==> src/rtl/decode_stage.sv <==
// decode_stage: LC-3b pipeline decode stage.
// Holds the DE latch, reads the 8x16 register file, decodes source,
// destination and condition-code usage, detects data/CC hazards and loads
// the AGEX latch (inserting a bubble on a hazard). The register file is
// written here on behalf of the SR stage.
// Build option: define DE_RF_BYPASS_EN to forward a same-cycle SR write to
// the operand reads; otherwise such a write is treated as a hazard.
module decode_stage (
  input  logic        clk,
  input  logic        reset,
  input  logic        ld_de,
  input  logic [15:0] de_npc_in,
  input  logic [15:0] de_ir_in,
  input  logic        de_v_in,
  input  logic        mem_stall,
  input  logic        v_agex_ld_reg,
  input  logic        v_mem_ld_reg,
  input  logic [2:0]  agex_drid_in,
  input  logic [2:0]  mem_drid_in,
  input  logic        v_agex_ld_cc,
  input  logic        v_mem_ld_cc,
  input  logic        v_sr_ld_cc,
  input  logic        v_sr_ld_reg,
  input  logic [2:0]  sr_drid,
  input  logic [15:0] sr_data,
  output logic        dep_stall,
  output logic        v_de_br_stall,
  output logic [15:0] agex_npc,
  output logic [15:0] agex_ir,
  output logic [15:0] agex_sr1,
  output logic [15:0] agex_sr2,
  output logic [2:0]  agex_drid,
  output logic        agex_ld_reg,
  output logic        agex_ld_cc,
  output logic        agex_v
);

  typedef enum logic [3:0] {
    OP_BR   = 4'h0, OP_ADD = 4'h1, OP_LDB = 4'h2, OP_STB  = 4'h3,
    OP_JSR  = 4'h4, OP_AND = 4'h5, OP_LDW = 4'h6, OP_STW  = 4'h7,
    OP_RTI  = 4'h8, OP_XOR = 4'h9, OP_RSA = 4'hA, OP_RSB  = 4'hB,
    OP_JMP  = 4'hC, OP_SHF = 4'hD, OP_LEA = 4'hE, OP_TRAP = 4'hF
  } opcode_e;

  // DE latch
  logic [15:0] npc;
  logic [15:0] ir;
  logic        v;

  // Register file
  logic [15:0] rf [8];

  // Decode results
  opcode_e     op;
  logic [2:0]  sr1_addr;
  logic [2:0]  sr2_addr;
  logic [2:0]  dr;
  logic        sr1_used;
  logic        sr2_used;
  logic        ld_reg;
  logic        ld_cc;
  logic        is_ctrl;
  logic [15:0] sr1_val;
  logic [15:0] sr2_val;
  logic        sr1_hit;
  logic        sr2_hit;
  logic        cc_hit;
  logic        issue_v;

  assign op       = opcode_e'(ir[15:12]);
  assign sr1_addr = ir[8:6];

  // Instruction decode: operand selection, destination and CC usage.
  // NOTE: every signal gets a default before the case so no path leaves it
  // unassigned, which would otherwise infer a latch.
  always_comb begin
    sr2_addr = ir[2:0];
    dr       = ir[11:9];
    sr1_used = 1'b0;
    sr2_used = 1'b0;
    ld_reg   = 1'b0;
    ld_cc    = 1'b0;
    is_ctrl  = 1'b0;
    unique case (op)
      OP_ADD, OP_AND, OP_XOR: begin
        sr1_used = 1'b1;
        sr2_used = ~ir[5];
        ld_reg   = 1'b1;
        ld_cc    = 1'b1;
      end
      OP_LDB, OP_LDW: begin
        sr1_used = 1'b1;
        ld_reg   = 1'b1;
        ld_cc    = 1'b1;
      end
      OP_STB, OP_STW: begin
        sr2_addr = ir[11:9];
        sr1_used = 1'b1;
        sr2_used = 1'b1;
      end
      OP_SHF: begin
        sr1_used = 1'b1;
        ld_reg   = 1'b1;
        ld_cc    = 1'b1;
      end
      OP_LEA: ld_reg = 1'b1;
      OP_JMP: begin
        sr1_used = 1'b1;
        is_ctrl  = 1'b1;
      end
      OP_JSR: begin
        sr1_used = ~ir[11];
        ld_reg   = 1'b1;
        dr       = 3'd7;
        is_ctrl  = 1'b1;
      end
      OP_TRAP: begin
        ld_reg  = 1'b1;
        dr      = 3'd7;
        is_ctrl = 1'b1;
      end
      OP_BR:   is_ctrl = 1'b1;
      default: ;
    endcase
  end

  // Operand read and hazard detection against in-flight register writers.
  always_comb begin
    sr1_val = rf[sr1_addr];
    sr2_val = rf[sr2_addr];
    sr1_hit = (v_agex_ld_reg && (agex_drid_in == sr1_addr)) ||
              (v_mem_ld_reg  && (mem_drid_in  == sr1_addr));
    sr2_hit = (v_agex_ld_reg && (agex_drid_in == sr2_addr)) ||
              (v_mem_ld_reg  && (mem_drid_in  == sr2_addr));
`ifdef DE_RF_BYPASS_EN
    if (v_sr_ld_reg && (sr_drid == sr1_addr)) sr1_val = sr_data;
    if (v_sr_ld_reg && (sr_drid == sr2_addr)) sr2_val = sr_data;
`else
    if (v_sr_ld_reg && (sr_drid == sr1_addr)) sr1_hit = 1'b1;
    if (v_sr_ld_reg && (sr_drid == sr2_addr)) sr2_hit = 1'b1;
`endif
    cc_hit = (op == OP_BR) && (v_agex_ld_cc || v_mem_ld_cc || v_sr_ld_cc);
  end

  assign dep_stall     = v && ((sr1_used && sr1_hit) || (sr2_used && sr2_hit) || cc_hit);
  assign v_de_br_stall = v && is_ctrl;
  assign issue_v       = v && !dep_stall;

  // DE latch: loads from fetch when ld_de, independent of mem_stall.
  // NOTE: sequential state uses non-blocking assignments so every flop
  // samples pre-edge values regardless of block ordering.
  always_ff @(posedge clk) begin
    if (reset) begin
      npc <= '0;
      ir  <= '0;
      v   <= 1'b0;
    end else if (ld_de) begin
      npc <= de_npc_in;
      ir  <= de_ir_in;
      v   <= de_v_in;
    end
  end

  // Register file write port driven by the SR stage.
  // NOTE: the register file is cleared on reset because the architecture
  // defines all registers as zero after reset; a plain RAM would not be.
  always_ff @(posedge clk) begin
    if (reset) begin
      for (int i = 0; i < 8; i++) rf[i] <= '0;
    end else if (v_sr_ld_reg) begin
      rf[sr_drid] <= sr_data;
    end
  end

  // AGEX latch: loads from DE unless MEM back-pressures; bubbles on hazard.
  always_ff @(posedge clk) begin
    if (reset) begin
      agex_npc    <= '0;
      agex_ir     <= '0;
      agex_sr1    <= '0;
      agex_sr2    <= '0;
      agex_drid   <= '0;
      agex_ld_reg <= 1'b0;
      agex_ld_cc  <= 1'b0;
      agex_v      <= 1'b0;
    end else if (!mem_stall) begin
      agex_npc    <= npc;
      agex_ir     <= ir;
      agex_sr1    <= sr1_val;
      agex_sr2    <= sr2_val;
      agex_drid   <= dr;
      agex_ld_reg <= issue_v && ld_reg;
      agex_ld_cc  <= issue_v && ld_cc;
      agex_v      <= issue_v;
    end
  end

endmodule

==> config.mk <==
export PLATFORM = sky130hd
export DESIGN_NAME = decode_stage
export DESIGN_NICKNAME = d
export VERILOG_FILES = /design/src/rtl/decode_stage.sv
export SDC_FILE = /design/constraint.sdc
export NUM_CORES = 1
export LEC_CHECK = 0
export BUFFER_PORTS_ARGS = -buffer_cell sky130_fd_sc_hd__buf_2
export CAP_MARGIN = 20
export CORE_ASPECT_RATIO = 0.8
export CORE_UTILIZATION = 54
export CTS_BUF_LIST = sky130_fd_sc_hd__clkbuf_2
export CTS_CLUSTER_DIAMETER = 80
export CTS_CLUSTER_SIZE = 14
export DETAILED_ROUTE_END_ITERATION = 12
export PLACE_DENSITY_LB_ADDON = 0.2
export REMOVE_ABC_BUFFERS = 1
export SLEW_MARGIN = 15
export SYNTH_ARGS = -nofsm -noshare
export SYNTH_HDL_FRONTEND = slang
export SYNTH_SLANG_ARGS = --single-unit
==> constraint.sdc <==
create_clock -name clk -period 1.7 [get_ports clk]
set_input_delay 0.255 -clock clk [delete_from_list [all_inputs] [get_ports clk]]
set_output_delay 0.255 -clock clk [all_outputs]
set_load 0.005 [all_outputs]
==> results.yml, run 1 <==
run:
  maxCapViolCount: 0
global_routing:
  grtUsageTotal_pct: 29.0
  overflow: 0
  antenna_found_initial: 1
  grt_pass1_wl_mm: 46.3
  grt_pass1_vias: 8277
  grt_start_max_net_pins: 62
drt:
  ant_nets: 0
  first_pass_iters: 5
  routed_wl_mm: 31.6
  drtIter0Drc: 948
  viasPerCell: 5.73
  vias: 8744
  drc: 0
  wire_per_inst_um: 20.7
floorplanning:
  row_count: 46
  die-area_um2: 20800
  dieWidth_um: 161
  die_y_um: 129
  start_util_pct: 55.2
  design.core.area_um2: 19800
  io_pins: 140
logic_synthesis:
  synth_seq_cells: 231
  synth_area_um2: 10900
  synth.yosys.seq_area_share_pct: 54.1
  synth_edf_count: 128
  yosys.area_share.simple_pct: 16.9
  synth_fa_ha_area_share_pct: 0.0917
  synth-compound-area-share_pct: 7.18
  synthTopCellsByArea: "edfxtp_1 35%, dfxtp_1 19%, mux2i_1 11%, and2_1 7.4%, mux4_2 6.6%"
  async_flop_share_pct: 0
  synth_top_family_by_area: "multiplexers"
  syn_inst: 951
  muxShareOfSynthArea_pct: 17.3
  yosys.area_share.xor_xnor_pct: 1.20
  synthDistinctLibCells: 49
  syn_avg_cell_area_um2: 11.5
  yosysWarnings: 0
  synth_top_area_share_pct: 35.2
  ys_dominant_reg_cell: "edfxtp_1"
  synth_top_cell_by_area: "edfxtp_1"
timing:
  skew_ps: 154
  setup_viol: 35
  hold_viol_final: 0
  min_period_ps: 2820
  finalCritPeriodShare_pct: 166
  hold_ws_ps: 129
  rsz0062_at_grt: "yes"
  fmax_mhz: 354
  setup_slack_ps: -1120
  drv_slew: 0
  tightest_slew_ps: 672
  slew_headroom_pct: 55.2
setup_path:
  r2r-end: "agex_sr2[15]"
  reg2reg_depth: 13
  worst_path_max_delay_cell: "dfxtp_2"
  critPathKind: "reg -> out"
  crit_family: "simple AND/OR/NAND/NOR gates"
  crit_required_ps: 1440
  cp-start-kind: "flop"
  cp_cell_sequence: "and3b_2 -> mux2i_4 -> nor2_2 -> a2111oi_2 -> nor4_2 -> nor2b_1 -> buf_2"
  cp-end-kind: "output port"
  cp.arrival_ps: 2570
  reg2reg_from: "ir[15]"
  cp_num_cells: 7
  worst-path-buf-inv: 1
  critPathMaxStageDelay_ps: 400
  cp_max_fo: 5
  reg2reg_slack_ps: -630
final_layout:
  area_growth_pct: 34.4
  post-route-util_pct: 74.1
  largest_reg_flops: 128
  max_flop_register: "rf"
  finalNetCount: 1316
  drive_gt1_share_pct: 35.9
  n_fill_cell: 1320
placed_design:
  dp_slack_ps: -370
  routabilityCongestion: 0.859
  portBuffers: 139
  hpwlAfterDp_mm: 18.8
min_path:
  hold_path_class: "in -> reg"
  worstHoldPathCells: 4
  hp-start: "ld_de"
  hold_end: "ir[11]"
clock_network:
  clk_pin_slew_ps: 280
  cts_buffers: 20
  tritoncts: "yes"
  htree_levels: 1
  clock_path_buffers: 3
  clkLatencyLatePin_ps: 890
  cts_sinks: 231
  root_buffer: "clkbuf_2"
status:
  status: "finished with violations"
  violations: "setup timing"
pwr:
  p_per_area_nw_per_um2: 754
  peakVddDrop_mv: 0.538
  leakagePower_nw: 6.08
==> metrics by stage <==
step           setup TNS [ps]  instance area (µm²)  power, mW  instances
5_1_grt                -15210                14700       11.5       1526
6_report               -12730                14700       11.1       1526
3_3_place_gp            -5830                12700       8.24       1379
4_1_cts                -12710                14300       11.0       1520
2_1_floorplan          -80290                10600       7.39        877
3_5_place_dp            -7950                12700       8.29       1379
==> cells by family after synthesis <==
| kind of cell | count (synthesis) |
|---|---|
| AND/OR/NAND/NOR | 355 |
| flip-flops | 231 |
| multiplexers | 148 |
| AO/OA/AOI/OAI | 122 |
| buffers and inverters | 79 |
| XOR/XNOR | 15 |
| adder cells (fa/ha/maj) | 1 |
==> tightest hold or removal path: stages <==
cell and delay [ps]:
buf_2 220, buf_12 210, mux2i_1 120, nor2_1 70
==> what timing repair did <==
action / CTS / global route
hold buffers: 82 / 0
gates resized for setup: 89 / 88
pin swaps: 31 / 47
hold endpoints to repair: 210 / 0
cloned: 7 / 0
setup buffers: 17 / 14
endpoints found under the setup margin: 45 / 73
==> cells in the mapped netlist, types with 8 or more instances <==
cell and count:
edfxtp_1 128, nor3_1 23, xnor2_1 11, clkbuf_1 44, a21oi_1 51, nor2b_1 21, a22oi_1 32, or2_2 8
and2_1 129, buf_2 15, nor2_1 112, mux4_2 32, nand2_1 36, o22ai_1 16, nand2b_1 9, dfxtp_1 103
mux2i_1 115
==> metal layers <==
metal / wire [µm] / vias to the layer above / track usage [%]
met5: 0 / - / 0
met1: 13200 / 4259 / 41.0
met4: 603 / 0 / 5.94
met3: 2660 / 51 / 5.12
li1: - / 4016 / -
met2: 15100 / 418 / 47.4
==> worst max path at each step <==
| stage | start | slack, ps | end |
|---|---|---|---|
| floorplan | ir[13] | -2770 | dep_stall |
| global placement | ir[15] | -330 | dep_stall |
| detailed placement | ir[15] | -370 | dep_stall |
| CTS | ir[13] | -1130 | dep_stall |
| global route | ir[15] | -1250 | dep_stall |
| finish | ir[15] | -1120 | dep_stall |
==> power breakdown <==
part / total [mW] / internal (mW) / switching [mW] / leakage (nW)
sequential: 6.47 / 6.25 / 0.221 / 2.09
combinational: 2.27 / 1.22 / 1.05 / 3.84
clock: 2.32 / 0.514 / 1.81 / 0.146
total: 11.1 / 7.98 / 3.08 / 6.08
==> final cells by class <==
| cell class | instances | area [µm²] | share of cell area [%] |
|---|---|---|---|
| clock inverter | 2 | 17.5 | 0.119 |
| antenna | 1 | 2.50 | 0.0170 |
| tap | 264 | 330 | 2.25 |
| sequential | 231 | 5970 | 40.6 |
| clock buffer | 33 | 165 | 1.13 |
| timing repair buffer | 349 | 3190 | 21.7 |
| multi-input combinational | 641 | 4990 | 34.0 |
| inverter | 5 | 18.8 | 0.128 |
==> cells in the final DEF, fill, tap and decap left out, drive strengths merged, types with 2 or more instances in the layout <==
cell type / Yosys / final
a21boi: 2 / 2
a21oi: 52 / 52
a221oi: 2 / 2
a22oi: 32 / 32
a32o: 3 / 3
and2: 129 / 129
and3: 2 / 2
buf: 29 / 266
clkbuf: 45 / 33
dfxtp: 103 / 103
dlygate4sd3: 0 / 82
edfxtp: 128 / 128
inv: 5 / 6
mux2i: 116 / 116
mux4: 32 / 32
nand2: 36 / 36
nand2b: 9 / 9
nand3b: 2 / 2
nand4: 7 / 7
nor2: 112 / 112
nor2b: 21 / 21
nor3: 23 / 23
o211ai: 2 / 2
o21ai: 5 / 5
o22ai: 16 / 16
o311ai: 2 / 2
or2: 9 / 9
xnor2: 11 / 11
xor2: 4 / 4
(Power assumes the default switching activity.)
==> inputs of run 2 (changes only) <==
- GPL_TIMING_DRIVEN: unset -> 0
==> results.yml, run 2 (synthesis results as in run 1) <==
status:
  status: "finished with violations"
  violations: "setup timing"
drt:
  viasPerCell: 5.71
  vias: 8317
  drc: 0
  routed_wl_mm: 29.7
  first_pass_iters: 5
  wire_per_inst_um: 20.4
  drtIter0Drc: 749
  ant_nets: 0
setup_path:
  cp-end-kind: "output port"
  cp-start-kind: "flop"
  cp.arrival_ps: 2700
  critPathKind: "reg -> out"
  crit_required_ps: 1440
  cp_max_fo: 6
clock_network:
  clkLatencyLatePin_ps: 850
  tritoncts: "yes"
  clk_pin_slew_ps: 270
  htree_levels: 1
  cts_buffers: 20
  clock_path_buffers: 3
  cts_sinks: 231
  root_buffer: "clkbuf_2"
floorplanning:
  row_count: 46
  die_y_um: 129
  io_pins: 140
  start_util_pct: 55.2
  dieWidth_um: 161
  die-area_um2: 20800
  design.core.area_um2: 19800
run:
  maxCapViolCount: 0
global_routing:
  grt_pass1_wl_mm: 43.9
  grt_start_max_net_pins: 80
  grt_pass1_vias: 7936
  overflow: 0
  grtUsageTotal_pct: 27.6
  antenna_found_initial: 1
placed_design:
  portBuffers: 139
  hpwlAfterDp_mm: 16.6
  post_dp_cell_area_um2: 12000
  dpl.cell_count: 1297
  routabilityCongestion: 0.790
  dp_slack_ps: -1330
timing:
  hold_viol_final: 0
  min_period_ps: 2950
  fmax_mhz: 339
  rsz0062_at_grt: "yes"
  drv_slew: 0
  setup_slack_ps: -1250
  finalSetupTns_ps: -102790
  skew_ps: 66.2
  tightest_slew_ps: 1070
  hold_ws_ps: 137
  slew_headroom_pct: 28.6
  setup_viol: 282
  finalCritPeriodShare_pct: 174
final_layout:
  area_growth_pct: 27.9
  mostFrequentLayoutCells: "137 x buf_2, 129 x and2_1, 128 x edfxtp_1, 113 x mux2i_1, 104 x nor2_1"
  stdcell_count: 1457
  largest_reg_flops: 128
  final_cell_area_um2: 14000
  finalNetCount: 1246
  max_flop_register: "rf"
  drive_gt1_share_pct: 28.8
  final_common_cell: "buf_2"
pwr:
  p_switching_mw: 2.97
  switching_share_pct: 27.2
  p_int_mw: 7.94
  p_comb_share_pct: 18.6
  leakagePower_nw: 5.82
  power_frac_clock_pct: 22.4
  p_per_area_nw_per_um2: 782
  peakVddDrop_mv: 0.492
  pwr-share-seq_pct: 59.0
min_path:
  hold_path_class: "in -> reg"
## run 2: changes by cell type in the layout (fill, tap and decap cells not counted), moves of 9 or more
| cell | previous run | this run |
|---|---|---|
| buf_12 | 26 | 14 |
| dlygate4sd3_1 | 82 | 67 |
| buf_4 | 71 | 31 |
| buf_2 | 120 | 137 |
| a21oi_2 | 18 | 1 |
| dfxtp_2 | 43 | 4 |
| a21oi_1 | 27 | 50 |
| buf_6 | 38 | 6 |
| or2_4 | 0 | 9 |
| dfxtp_1 | 58 | 93 |
## run 2: timing repair
item,CTS,global route
endpoints found under the setup margin,161,294
gates resized for setup,64,34
setup buffers,21,25
cloned,7,2
endpoints found under the hold margin,211,33
pin swaps,40,35
hold buffers,69,1
## run 2: final timing paths
path / depth (start not counted) / from / slack [ps] / endpoint
max: 7 / ir[15] / -1250 / dep_stall
min: 4 / sr_drid[0] / 140 / rf[0][5]
max reg2reg: 11 / ir[15] / -680 / agex_sr2[5]
min reg2reg: 1 / agex_v / 500 / agex_v
## run 2: through the flow
stage          util [%]  power [mW]
2_1_floorplan         -        7.39
3_3_place_gp       58.6        7.99
3_5_place_dp       60.7        8.09
4_1_cts            68.3        10.8
5_1_grt            70.5        11.3
6_report           70.5        10.9
## run 2: critical path: stages (launching register included)
cell and delay [ps]:
dfxtp_4 430, and3b_2 360, mux2i_4 380, o211ai_2 120
nor3_2 250, nor4_4 90, nor2b_1 140, buf_2 130
## run 2: area by class of cell
class,count,area (µm²)
sequential,231,5930
clock buffer,33,165
antenna,2,5.00
clock inverter,2,38.8
multi-input combinational,642,4970
tap,264,330
fill,1425,5840
inverter,5,18.8
timing repair buffer,278,2500
## run 2: metal layers
| layer | GRT usage (%) | up-vias | routed length, µm |
|---|---|---|---|
| met3 | 3.39 | 58 | 2110 |
| met1 | 36.8 | 4058 | 12400 |
| met4 | 8.21 | 0 | 680 |
| met5 | 0 | - | 0 |
| li1 | - | 3869 | - |
| met2 | 47.5 | 332 | 14600 |
## run 2: power by group through the flow
stage / Clock, mW / Combinational [mW] / Sequential (mW)
final: 2.45 / 2.03 / 6.44
after detailed placement: 0 / 1.51 / 6.57
after floorplan: 0 / 0.839 / 6.55
after CTS: 2.50 / 1.87 / 6.43
after global placement: 0 / 1.39 / 6.60
after global routing: 2.69 / 2.17 / 6.48
